<file path="src/rtl/dbus_interconnect_n_if.sv">
// LSU-to-slaves data-bus bundle; master = LSU/slave-side environment, slave = interconnect.
// Signals are level/strobe based; no queueing lives on this boundary.
interface dbus_interconnect_n_if #(
  parameter int NUM_SLAVES = 8,
  parameter int ADDR_W     = 32
) ();
  logic                     m_req_i;
  logic                     m_wen_i;
  logic [ADDR_W-1:0]        m_addr_i;
  logic [1:0]               m_size_i;
  logic [31:0]              m_wdata_i;
  logic                     m_ack_o;
  logic                     m_err_o;
  logic [31:0]              m_rdata_o;
  logic [NUM_SLAVES-1:0]    s_req_o;
  logic                     s_wen_o;
  logic [ADDR_W-1:0]        s_addr_o;
  logic [31:0]              s_wdata_o;
  logic [3:0]               s_sel_byte_o;
  logic [NUM_SLAVES-1:0]    s_ack_i;
  logic [NUM_SLAVES*32-1:0] s_rdata_i;
  logic [7:0]               err_cnt_o;
  logic [ADDR_W-1:0]        err_addr_o;

  modport master (
    output m_req_i, m_wen_i, m_addr_i, m_size_i, m_wdata_i, s_ack_i, s_rdata_i,
    input  m_ack_o, m_err_o, m_rdata_o, s_req_o, s_wen_o, s_addr_o, s_wdata_o,
           s_sel_byte_o, err_cnt_o, err_addr_o
  );

  modport slave (
    input  m_req_i, m_wen_i, m_addr_i, m_size_i, m_wdata_i, s_ack_i, s_rdata_i,
    output m_ack_o, m_err_o, m_rdata_o, s_req_o, s_wen_o, s_addr_o, s_wdata_o,
           s_sel_byte_o, err_cnt_o, err_addr_o
  );
endinterface

</file>
<file path="src/rtl/dbus_interconnect_n.sv">
// N-slave data-bus decoder: base/mask decode, lane placement, timeout and error statistics.
// Latency req->ack 2 cycles on a zero-wait slave, 1 on decode/alignment error; master held by req until ack.
module dbus_interconnect_n #(
  parameter int                           NUM_SLAVES  = 8,
  parameter int                           ADDR_W      = 32,
  parameter logic [NUM_SLAVES*ADDR_W-1:0] SLV_BASE    = '0,
  parameter logic [NUM_SLAVES*ADDR_W-1:0] SLV_MASK    = '0,
  parameter int                           TIMEOUT_CYC = 255
) (
  input logic                  clk,
  input logic                  rst_n,
  dbus_interconnect_n_if.slave bus
);

  localparam logic [1:0] ST_IDLE   = 2'd0;
  localparam logic [1:0] ST_ACTIVE = 2'd1;
  localparam logic [1:0] ST_RESP   = 2'd2;

  localparam int IDX_W = (NUM_SLAVES > 1) ? $clog2(NUM_SLAVES) : 1;
  localparam int CNT_W = (TIMEOUT_CYC > 1) ? $clog2(TIMEOUT_CYC) : 1;
  localparam logic [CNT_W-1:0] TMO_LAST = (TIMEOUT_CYC == 0) ? '0 : CNT_W'(TIMEOUT_CYC - 1);

  logic [1:0]            state_q;
  logic [IDX_W-1:0]      idx_q;
  logic [CNT_W-1:0]      tmo_cnt_q;
  logic [ADDR_W-1:0]     s_addr_q;
  logic [31:0]           s_wdata_q;
  logic [3:0]            s_sel_q;
  logic                  s_wen_q;
  logic                  m_err_q;
  logic [31:0]           m_rdata_q;
  logic [7:0]            err_cnt_q;
  logic [ADDR_W-1:0]     err_addr_q;

  logic                  hit_any;
  logic [IDX_W-1:0]      hit_idx;
  logic                  align_ok;
  logic [31:0]           lane_dat;
  logic [3:0]            lane_sel;
  logic [NUM_SLAVES-1:0] s_req;
  logic                  sel_ack;
  logic [31:0]           sel_rdata;
  logic                  tmo_hit;
  logic                  req_ok;
  logic                  req_bad;
  logic                  enter_err;

  // Scan from the top so the lowest matching index is the one left standing.
  always_comb begin
    hit_any = 1'b0;
    hit_idx = '0;
    for (int i = NUM_SLAVES - 1; i >= 0; i--) begin
      if ((bus.m_addr_i & SLV_MASK[i*ADDR_W +: ADDR_W]) ==
          (SLV_BASE[i*ADDR_W +: ADDR_W] & SLV_MASK[i*ADDR_W +: ADDR_W])) begin
        hit_any = 1'b1;
        hit_idx = IDX_W'(i);
      end
    end
  end

  always_comb begin
    align_ok = 1'b0;
    lane_dat = '0;
    lane_sel = '0;
    case (bus.m_size_i)
      2'b00: begin
        align_ok = 1'b1;
        lane_dat = {24'd0, bus.m_wdata_i[7:0]} << {bus.m_addr_i[1:0], 3'b000};
        lane_sel = 4'b0001 << bus.m_addr_i[1:0];
      end
      2'b01: begin
        align_ok = ~bus.m_addr_i[0];
        lane_dat = {16'd0, bus.m_wdata_i[15:0]} << {bus.m_addr_i[1], 4'b0000};
        lane_sel = bus.m_addr_i[1] ? 4'b1100 : 4'b0011;
      end
      2'b10: begin
        align_ok = (bus.m_addr_i[1:0] == 2'b00);
        lane_dat = bus.m_wdata_i;
        lane_sel = 4'b1111;
      end
      default: ;
    endcase
  end

  always_comb begin
    s_req = '0;
    if (state_q == ST_ACTIVE) s_req[idx_q] = 1'b1;
  end

  assign sel_ack   = bus.s_ack_i[idx_q];
  assign sel_rdata = bus.s_rdata_i[{idx_q, 5'd0} +: 32];
  assign tmo_hit   = (TIMEOUT_CYC != 0) && (tmo_cnt_q == TMO_LAST);
  assign req_ok    = bus.m_req_i && hit_any && align_ok;
  assign req_bad   = bus.m_req_i && !(hit_any && align_ok);
  assign enter_err = ((state_q == ST_IDLE) && req_bad) ||
                     ((state_q == ST_ACTIVE) && !sel_ack && tmo_hit);

  always_ff @(posedge clk or negedge rst_n) begin
    if (!rst_n) begin
      state_q   <= ST_IDLE;
      idx_q     <= '0;
      tmo_cnt_q <= '0;
      s_addr_q  <= '0;
      s_wdata_q <= '0;
      s_sel_q   <= '0;
      s_wen_q   <= 1'b0;
      m_err_q   <= 1'b0;
      m_rdata_q <= '0;
    end else begin
      case (state_q)
        ST_IDLE: begin
          if (req_ok) begin
            state_q   <= ST_ACTIVE;
            idx_q     <= hit_idx;
            tmo_cnt_q <= '0;
            s_addr_q  <= bus.m_addr_i;
            s_wdata_q <= lane_dat;
            s_sel_q   <= lane_sel;
            s_wen_q   <= bus.m_wen_i;
          end else if (req_bad) begin
            state_q   <= ST_RESP;
            m_err_q   <= 1'b1;
            m_rdata_q <= '0;
          end
        end
        ST_ACTIVE: begin
          if (sel_ack) begin
            state_q   <= ST_RESP;
            m_err_q   <= 1'b0;
            m_rdata_q <= s_wen_q ? 32'd0 : sel_rdata;
          end else if (tmo_hit) begin
            state_q   <= ST_RESP;
            m_err_q   <= 1'b1;
            m_rdata_q <= '0;
          end else begin
            tmo_cnt_q <= tmo_cnt_q + CNT_W'(1);
          end
        end
        default: state_q <= ST_IDLE;
      endcase
    end
  end

  // The faulting address comes from the live request on a decode miss, from the held one on timeout.
  always_ff @(posedge clk or negedge rst_n) begin
    if (!rst_n) begin
      err_cnt_q  <= '0;
      err_addr_q <= '0;
    end else if (enter_err) begin
      if (err_cnt_q != 8'hFF) err_cnt_q <= err_cnt_q + 8'd1;
      err_addr_q <= (state_q == ST_IDLE) ? bus.m_addr_i : s_addr_q;
    end
  end

  assign bus.m_ack_o      = (state_q == ST_RESP);
  assign bus.m_err_o      = m_err_q;
  assign bus.m_rdata_o    = m_rdata_q;
  assign bus.s_req_o      = s_req;
  assign bus.s_wen_o      = s_wen_q;
  assign bus.s_addr_o     = s_addr_q;
  assign bus.s_wdata_o    = s_wdata_q;
  assign bus.s_sel_byte_o = s_sel_q;
  assign bus.err_cnt_o    = err_cnt_q;
  assign bus.err_addr_o   = err_addr_q;

endmodule
</file>
<file path="src/flat_wrapper.sv">
// flat-port wrapper written by rule: the top's interface ports become plain ports
module dbus_interconnect_n_flat 
#(
  parameter int                           NUM_SLAVES  = 8,
  parameter int                           ADDR_W      = 32,
  parameter logic [NUM_SLAVES*ADDR_W-1:0] SLV_BASE    = '0,
  parameter logic [NUM_SLAVES*ADDR_W-1:0] SLV_MASK    = '0,
  parameter int                           TIMEOUT_CYC = 255
)
  (clk, rst_n, bus_m_req_i, bus_m_wen_i, bus_m_addr_i, bus_m_size_i, bus_m_wdata_i, bus_s_ack_i, bus_s_rdata_i, bus_m_ack_o, bus_m_err_o, bus_m_rdata_o, bus_s_req_o, bus_s_wen_o, bus_s_addr_o, bus_s_wdata_o, bus_s_sel_byte_o, bus_err_cnt_o, bus_err_addr_o);
  dbus_interconnect_n_if #(.NUM_SLAVES(NUM_SLAVES), .ADDR_W(ADDR_W)) bus_i ();
  input logic clk;
  input logic rst_n;
  input wire logic [$bits(bus_i.m_req_i)-1:0] bus_m_req_i;
  input wire logic [$bits(bus_i.m_wen_i)-1:0] bus_m_wen_i;
  input wire logic [$bits(bus_i.m_addr_i)-1:0] bus_m_addr_i;
  input wire logic [$bits(bus_i.m_size_i)-1:0] bus_m_size_i;
  input wire logic [$bits(bus_i.m_wdata_i)-1:0] bus_m_wdata_i;
  input wire logic [$bits(bus_i.s_ack_i)-1:0] bus_s_ack_i;
  input wire logic [$bits(bus_i.s_rdata_i)-1:0] bus_s_rdata_i;
  output wire logic [$bits(bus_i.m_ack_o)-1:0] bus_m_ack_o;
  output wire logic [$bits(bus_i.m_err_o)-1:0] bus_m_err_o;
  output wire logic [$bits(bus_i.m_rdata_o)-1:0] bus_m_rdata_o;
  output wire logic [$bits(bus_i.s_req_o)-1:0] bus_s_req_o;
  output wire logic [$bits(bus_i.s_wen_o)-1:0] bus_s_wen_o;
  output wire logic [$bits(bus_i.s_addr_o)-1:0] bus_s_addr_o;
  output wire logic [$bits(bus_i.s_wdata_o)-1:0] bus_s_wdata_o;
  output wire logic [$bits(bus_i.s_sel_byte_o)-1:0] bus_s_sel_byte_o;
  output wire logic [$bits(bus_i.err_cnt_o)-1:0] bus_err_cnt_o;
  output wire logic [$bits(bus_i.err_addr_o)-1:0] bus_err_addr_o;
  assign bus_i.m_req_i = bus_m_req_i;
  assign bus_i.m_wen_i = bus_m_wen_i;
  assign bus_i.m_addr_i = bus_m_addr_i;
  assign bus_i.m_size_i = bus_m_size_i;
  assign bus_i.m_wdata_i = bus_m_wdata_i;
  assign bus_i.s_ack_i = bus_s_ack_i;
  assign bus_i.s_rdata_i = bus_s_rdata_i;
  assign bus_m_ack_o = bus_i.m_ack_o;
  assign bus_m_err_o = bus_i.m_err_o;
  assign bus_m_rdata_o = bus_i.m_rdata_o;
  assign bus_s_req_o = bus_i.s_req_o;
  assign bus_s_wen_o = bus_i.s_wen_o;
  assign bus_s_addr_o = bus_i.s_addr_o;
  assign bus_s_wdata_o = bus_i.s_wdata_o;
  assign bus_s_sel_byte_o = bus_i.s_sel_byte_o;
  assign bus_err_cnt_o = bus_i.err_cnt_o;
  assign bus_err_addr_o = bus_i.err_addr_o;
  dbus_interconnect_n #(.NUM_SLAVES(NUM_SLAVES), .ADDR_W(ADDR_W), .SLV_BASE(SLV_BASE), .SLV_MASK(SLV_MASK), .TIMEOUT_CYC(TIMEOUT_CYC)) u_core (.clk(clk), .rst_n(rst_n), .bus(bus_i));
endmodule
</file>
<file path="config.mk">
export PLATFORM = sky130hd
export DESIGN_NAME = dbus_interconnect_n_flat
export DESIGN_NICKNAME = d
export VERILOG_FILES = /design/src/rtl/dbus_interconnect_n_if.sv /design/src/rtl/dbus_interconnect_n.sv /design/src/flat_wrapper.sv
export SDC_FILE = /design/constraint.sdc
export NUM_CORES = 1
export LEC_CHECK = 0
export ABC_CLOCK_PERIOD_IN_PS = 3000
export CORE_AREA = 5 5 185 187
export CTS_CLUSTER_SIZE = 28
export DETAILED_ROUTE_END_ITERATION = 16
export DIE_AREA = 0 0 190 192
export GPL_TIMING_DRIVEN = 0
export PLACE_DENSITY = 0.64
export SLEW_MARGIN = 20
export SYNTH_ARGS = -nofsm -noshare
export SYNTH_HDL_FRONTEND = slang
export SYNTH_SLANG_ARGS = --single-unit
</file>
<file path="constraint.sdc">
create_clock -name clk -period 3 [get_ports clk]
set_input_delay 0.6 -clock clk [delete_from_list [all_inputs] [get_ports clk]]
set_output_delay 0.6 -clock clk [all_outputs]
set_load 0.02 [all_outputs]
</file>
# After elaboration in Yosys (flattened, before gate mapping)
# Cells that the tools add are included.
# totals
reg_bits,152
in_bits,334
out_inout_bits,151
word_cells,72
# classes
addsub,2
eq_ne,13
shifts,3
muxes,26
bitwise,1
n_reduce_logical,17
# ops
operator,count
$mux 32,6
$pmux 32 s3,1
$pmux 32 s2,1
$shl 16x5->32,1
$shl 8x5->32,1
$mux 8,3
$add 8x1->8 const B,2
$pmux 8 s2,1
$pmux 4 s3,1
$eq 8x8->1 const B,1
$mux 2,4
$ne 8x8->1 const B,1
$reduce_and 4->1,2
$logic_not 2->1,3
$ne 2x2->1 const B,3
$ne 3x1->1 const B,2
$reduce_and 2->1,3
$logic_and 1x1->1,5
$mux 1,5
$eq 2x1->1 const B,2
$eq 2x2->1 const B,2
$mux 4,1
$ne 2x1->1 const B,2
$pmux 2 s2,1
other kinds (7),8

# Depth between registers and ports, before layout
# depth
word_depth,7
ltp_mapped,7
depth_no_buf,6

# Least setup slack after synthesis
# Ideal clock, no wire load.
# synth_timing
path_type,input port to flip-flop
start,input bus_m_req_i
end,"register u_core.err_cnt_q[6], in the netlist u_core.bus.err_cnt_o[6]"
setup_ns,0.128
arrival_time_ns,2.127
t_required_ns,2.872
slack_ns,0.746
stages,6
n_path_buf,2
path_cell_list,or3b_1 buf_2 or3_1 buf_2 a211oi_2 mux2_1
# synth_via
elab_chain_len,4
# synth_lines
element,line_no,source
from (decl),flat_wrapper.sv:14,input wire logic [$bits(bus_i.m_req_i)-1:0] bus_m_req_i;
$logic_and 1x1->1,dbus_interconnect_n.sv:94,assign req_bad = bus.m_req_i && !(hit_any && align_ok);
$logic_and 1x1->1,dbus_interconnect_n.sv:95,assign enter_err = ((state_q == ST_IDLE) && req_bad) ||
$logic_or 1x1->1,dbus_interconnect_n.sv:95,
$reduce_and 2->1 (no line),n/a,
to (signal assigned),dbus_interconnect_n.sv:150,if (err_cnt_q != 8'hFF) err_cnt_q <= err_cnt_q + 8'd1;
to (decl),dbus_interconnect_n.sv:32,logic [7:0] err_cnt_q;
# No other way between the ends.
# A chain may end at the register's enable or synchronous reset.

# Final worst setup path
# layout_timing
start,input bus_m_addr_i[1]
end,"register u_core.s_wdata_q[3], in the netlist u_core.bus.s_wdata_o[3]"
# layout_via
elab_chain_len,4
elab_cells_between_ends,7
cone_classes,2 x shift; 2 x mux; 3 x reduce/logical
# layout_lines
element,line_no,source
from (decl),flat_wrapper.sv:16,input wire logic [$bits(bus_i.m_addr_i)-1:0] bus_m_addr_i;
"parallel branches: the longest is 4 deep, another holds $shl 16x5->32",n/a,
to (signal assigned),dbus_interconnect_n.sv:117,s_wdata_q <= lane_dat;
to (decl),dbus_interconnect_n.sv:27,logic [31:0] s_wdata_q;
# Parallel ways; which one is timed is not known.

==> metrics.cfg <==
[die]
fp.dieH_um = 192
die_width_um = 190
rows = 66
core_area_um2 = 32300
top_level_ports = 485
start_util = 0.203
dieArea_um2 = 36500

[synth]
yosysMostFrequentCell = dfrtp_1
ys_warn_count = 0
async_flop_share = 1.00
synth_edf_count = 0
ys.flop_type = dfrtp_1
synth.largest_area_cell = dfrtp_1
seq_area_frac_synth = 0.581
synthCells = 559
synth.ff_latch_count = 152
syn_area_per_cell_um2 = 11.7
synthTopCellsByCount = dfrtp_1 (152), o21ai_0 (68), a22o_1 (48), mux2_2 (38), nand3_1 (35)
synth_cell_types = 44
synth_area_um2 = 6540
synth_top_area_frac = 0.581
synthTopCellsByArea = dfrtp_1 (58%), mux2_2 (6.5%), a22o_1 (6.4%)

[timing]
rsz0062_at_grt = false
setup_viol = 0
max_freq_mhz = 363
hold_violations = 0
drv_slew = 0
worstMarginPinSlew_ns = 1.11
min_period_over_period = 0.918
slew_headroom = 0.260
tns_ns = 0
fin_skew_ns = 0.0109
layout_min_cycle_time_ns = 2.75

[grt]
track_usage = 0.129
grtUsageMet2 = 0.202
grt_pass1_vias = 5735
globalRouteMet1Util = 0.166
antenna_found_initial = 2
top_usage_layer = met2
grt_util_met3 = 0.0542
grt_pass1_wl_mm = 35.5
grt_max_degree = 86
overflow = 0

[clocking]
clock_path_buffers = 2
clkTransAtPathRegs_ns = 0.07
cts_buffers = 17
insertion_delay_ns = 0.43
clockRootBuffer = clkbuf_16
cts_tree = done
hold_buffers = 0
cts_htree_levels = 4
cts.sinks = 152

[cells_and_area]
final_core_util = 0.316
multi_input_area_um2 = 2540
areaGrowthSynthToFinish_pct = 56.2
regArea_um2 = 3800
fillers = 3299
drive_gt1_frac = 0.114
layout.nets = 1166
fin_area_um2 = 10200

[pwr]
pwr-share-comb = 0.413
clock_power_share = 0.241
power_switching_mw = 3.44
leakagePower_nw = 4.32
total_power_mw = 9.36
p_int_mw = 5.92
swShare = 0.368
p_seq_frac = 0.346
irDropWorstVdd_mv = 0.347
powerDensity_nw_per_um2 = 916

[run]
cap_violations = 0

[drt]
via_count = 5557
drtAntennaViolNets = 0
wl_per_cell_um = 18.5
drc = 0
drt_iter0_drc = 190
vias_per_cell = 4.32
drt_pass1_iterations = 4
drt_wl_total_mm = 23.8

[place]
dp_hpwl_mm = 17.5
place_congestion = 0.775
placed_cell_area_um2 = 9610
portBuffers = 244

[critical_path]
cp_slowest_cell = nor3_1
critPathMaxFanout = 10
crit_type = input port to flop
cp_cell_sequence = clkdlybuf4s50_1 -> nor3_1 -> o21bai_1 -> clkbuf_2 -> clkbuf_1 -> a22o_1
cp.required_ns = 3.32
end_kind = flop
cp-start-kind = input port
cpPeakStageDelay_ns = 0.61
crit_arrival_ns = 3.08

[outcome]
status = completed

[worst_hold_path]
hp-class = input port to async pin

==> flip-flops by register name, indices dropped and copies added, names as in the netlist, 2 cells and up <==
name and cells:
u_core.bus.err_addr_o 32, u_core.tmo_cnt_q 8, u_core.bus.s_wdata_o 32, u_core.bus.s_sel_byte_o 4
u_core.bus.m_rdata_o 32, u_core.bus.s_addr_o 32, u_core.bus.err_cnt_o 8, u_core.state_q 2
==> per-layer routing <==
layer / vias to the layer above / share of wire
met2: 186 / 0.46
met3: 26 / 0.079
met4: 2 / 0.015
li1: 2583 / -
met1: 2760 / 0.44
met5: - / 0.00055
==> path summary, 6_finish.rpt <==
check	to	slack, ns	cells past startpoint	startpoint
worst min-delay path	u_core.bus.s_wdata_o[23]	0.10	1	rst_n
worst max-delay path	u_core.bus.s_wdata_o[3]	0.25	6	bus_m_addr_i[1]
min in group clk	u_core.bus.s_wdata_o[21]	0.49	2	u_core.bus.s_wdata_o[21]
worst max register to register	u_core.bus.err_addr_o[26]	0.67	5	u_core.state_q[0]
max in group asynchronous	u_core.bus.err_addr_o[9]	2.06	2	rst_n
worst min register to register	u_core.bus.s_wdata_o[21]	0.49	2	u_core.bus.s_wdata_o[21]
==> power groups by stage <==
stage	clock, mW	combinational, mW	sequential (mW)
2_1_floorplan	0	1.03	4.07
3_3_place_gp	0	3.89	3.25
3_5_place_dp	0	3.93	3.28
4_1_cts	2.35	3.94	3.24
5_1_grt	2.44	4.13	3.34
6_report	2.26	3.87	3.24
==> kinds of logic (layout without fill, tap and decap cells) <==
group / after synthesis / count (layout) / synth area share
other: 1 / 8 / 0.000573
DFF: 152 / 152 / 0.581
AOI/OAI and AO/OA: 166 / 166 / 0.172
buffers and inverters: 53 / 330 / 0.0358
and+or+nand+nor: 108 / 108 / 0.0826
adders and majority gates: 3 / 3 / 0.00574
muxes: 69 / 69 / 0.113
xor gates and xnor gates: 7 / 7 / 0.00937
==> layout by cell type (no fill, tap or decap), drive strengths merged, types with 2 or more instances in the layout <==
cell           instances
or3                    5
dfrtp                152
clkinv                 2
nand4                  4
and3b                  2
conb                   7
xor2                   3
bufinv                 2
a22oi                 16
clkdlybuf4s50        243
nor2b                  4
buf                   22
and3                   6
o21ai                 68
mux2i                 30
nand3                 35
a21o                   3
ha                     3
nor3b                  2
a211oi                 2
nor3                   2
a22o                  48
o311ai                 2
clkbuf                45
xnor2                  4
mux2                  39
nor2                   8
inv                   13
o211ai                 4
nand2                 34
a21oi                 17
clkinvlp               3
==> metrics by stage <==
step / setup WS (ns) / hold WS [ns] / cells
floorplan: 0.746 / 0.304 / 565
CTS: 0.0849 / 0.124 / 1284
global placement: -5.40 / 0.462 / 1251
detailed placement: -0.653 / 0.470 / 1252
global route: 0.0610 / 0.141 / 1285
finish: 0.246 / 0.100 / 1285
==> repair_timing <==
item	in CTS	in global routing
gates resized for setup	3	4
endpoints found under the setup margin	35	5
setup buffers	0	0
==> critical path, delay by kind of cell <==
kind,cells,cell delay (ns)
buffers and inverters,3,1.21
AO/OA/AOI/OAI,2,0.64
AND/OR/NAND/NOR,1,0.61
==> cell type report <==
cell class | count | area share
clock inverters | 14 | 0.0159
well taps | 442 | 0.0541
repair buffers | 245 | 0.242
diodes | 1 | 0.000245
clock buffers | 18 | 0.0430
plain buffers | 47 | 0.0212
multi-input cells | 360 | 0.249
inverters | 6 | 0.00220
flip-flops and latches | 152 | 0.372
Power figures use the tool's default switching activity.
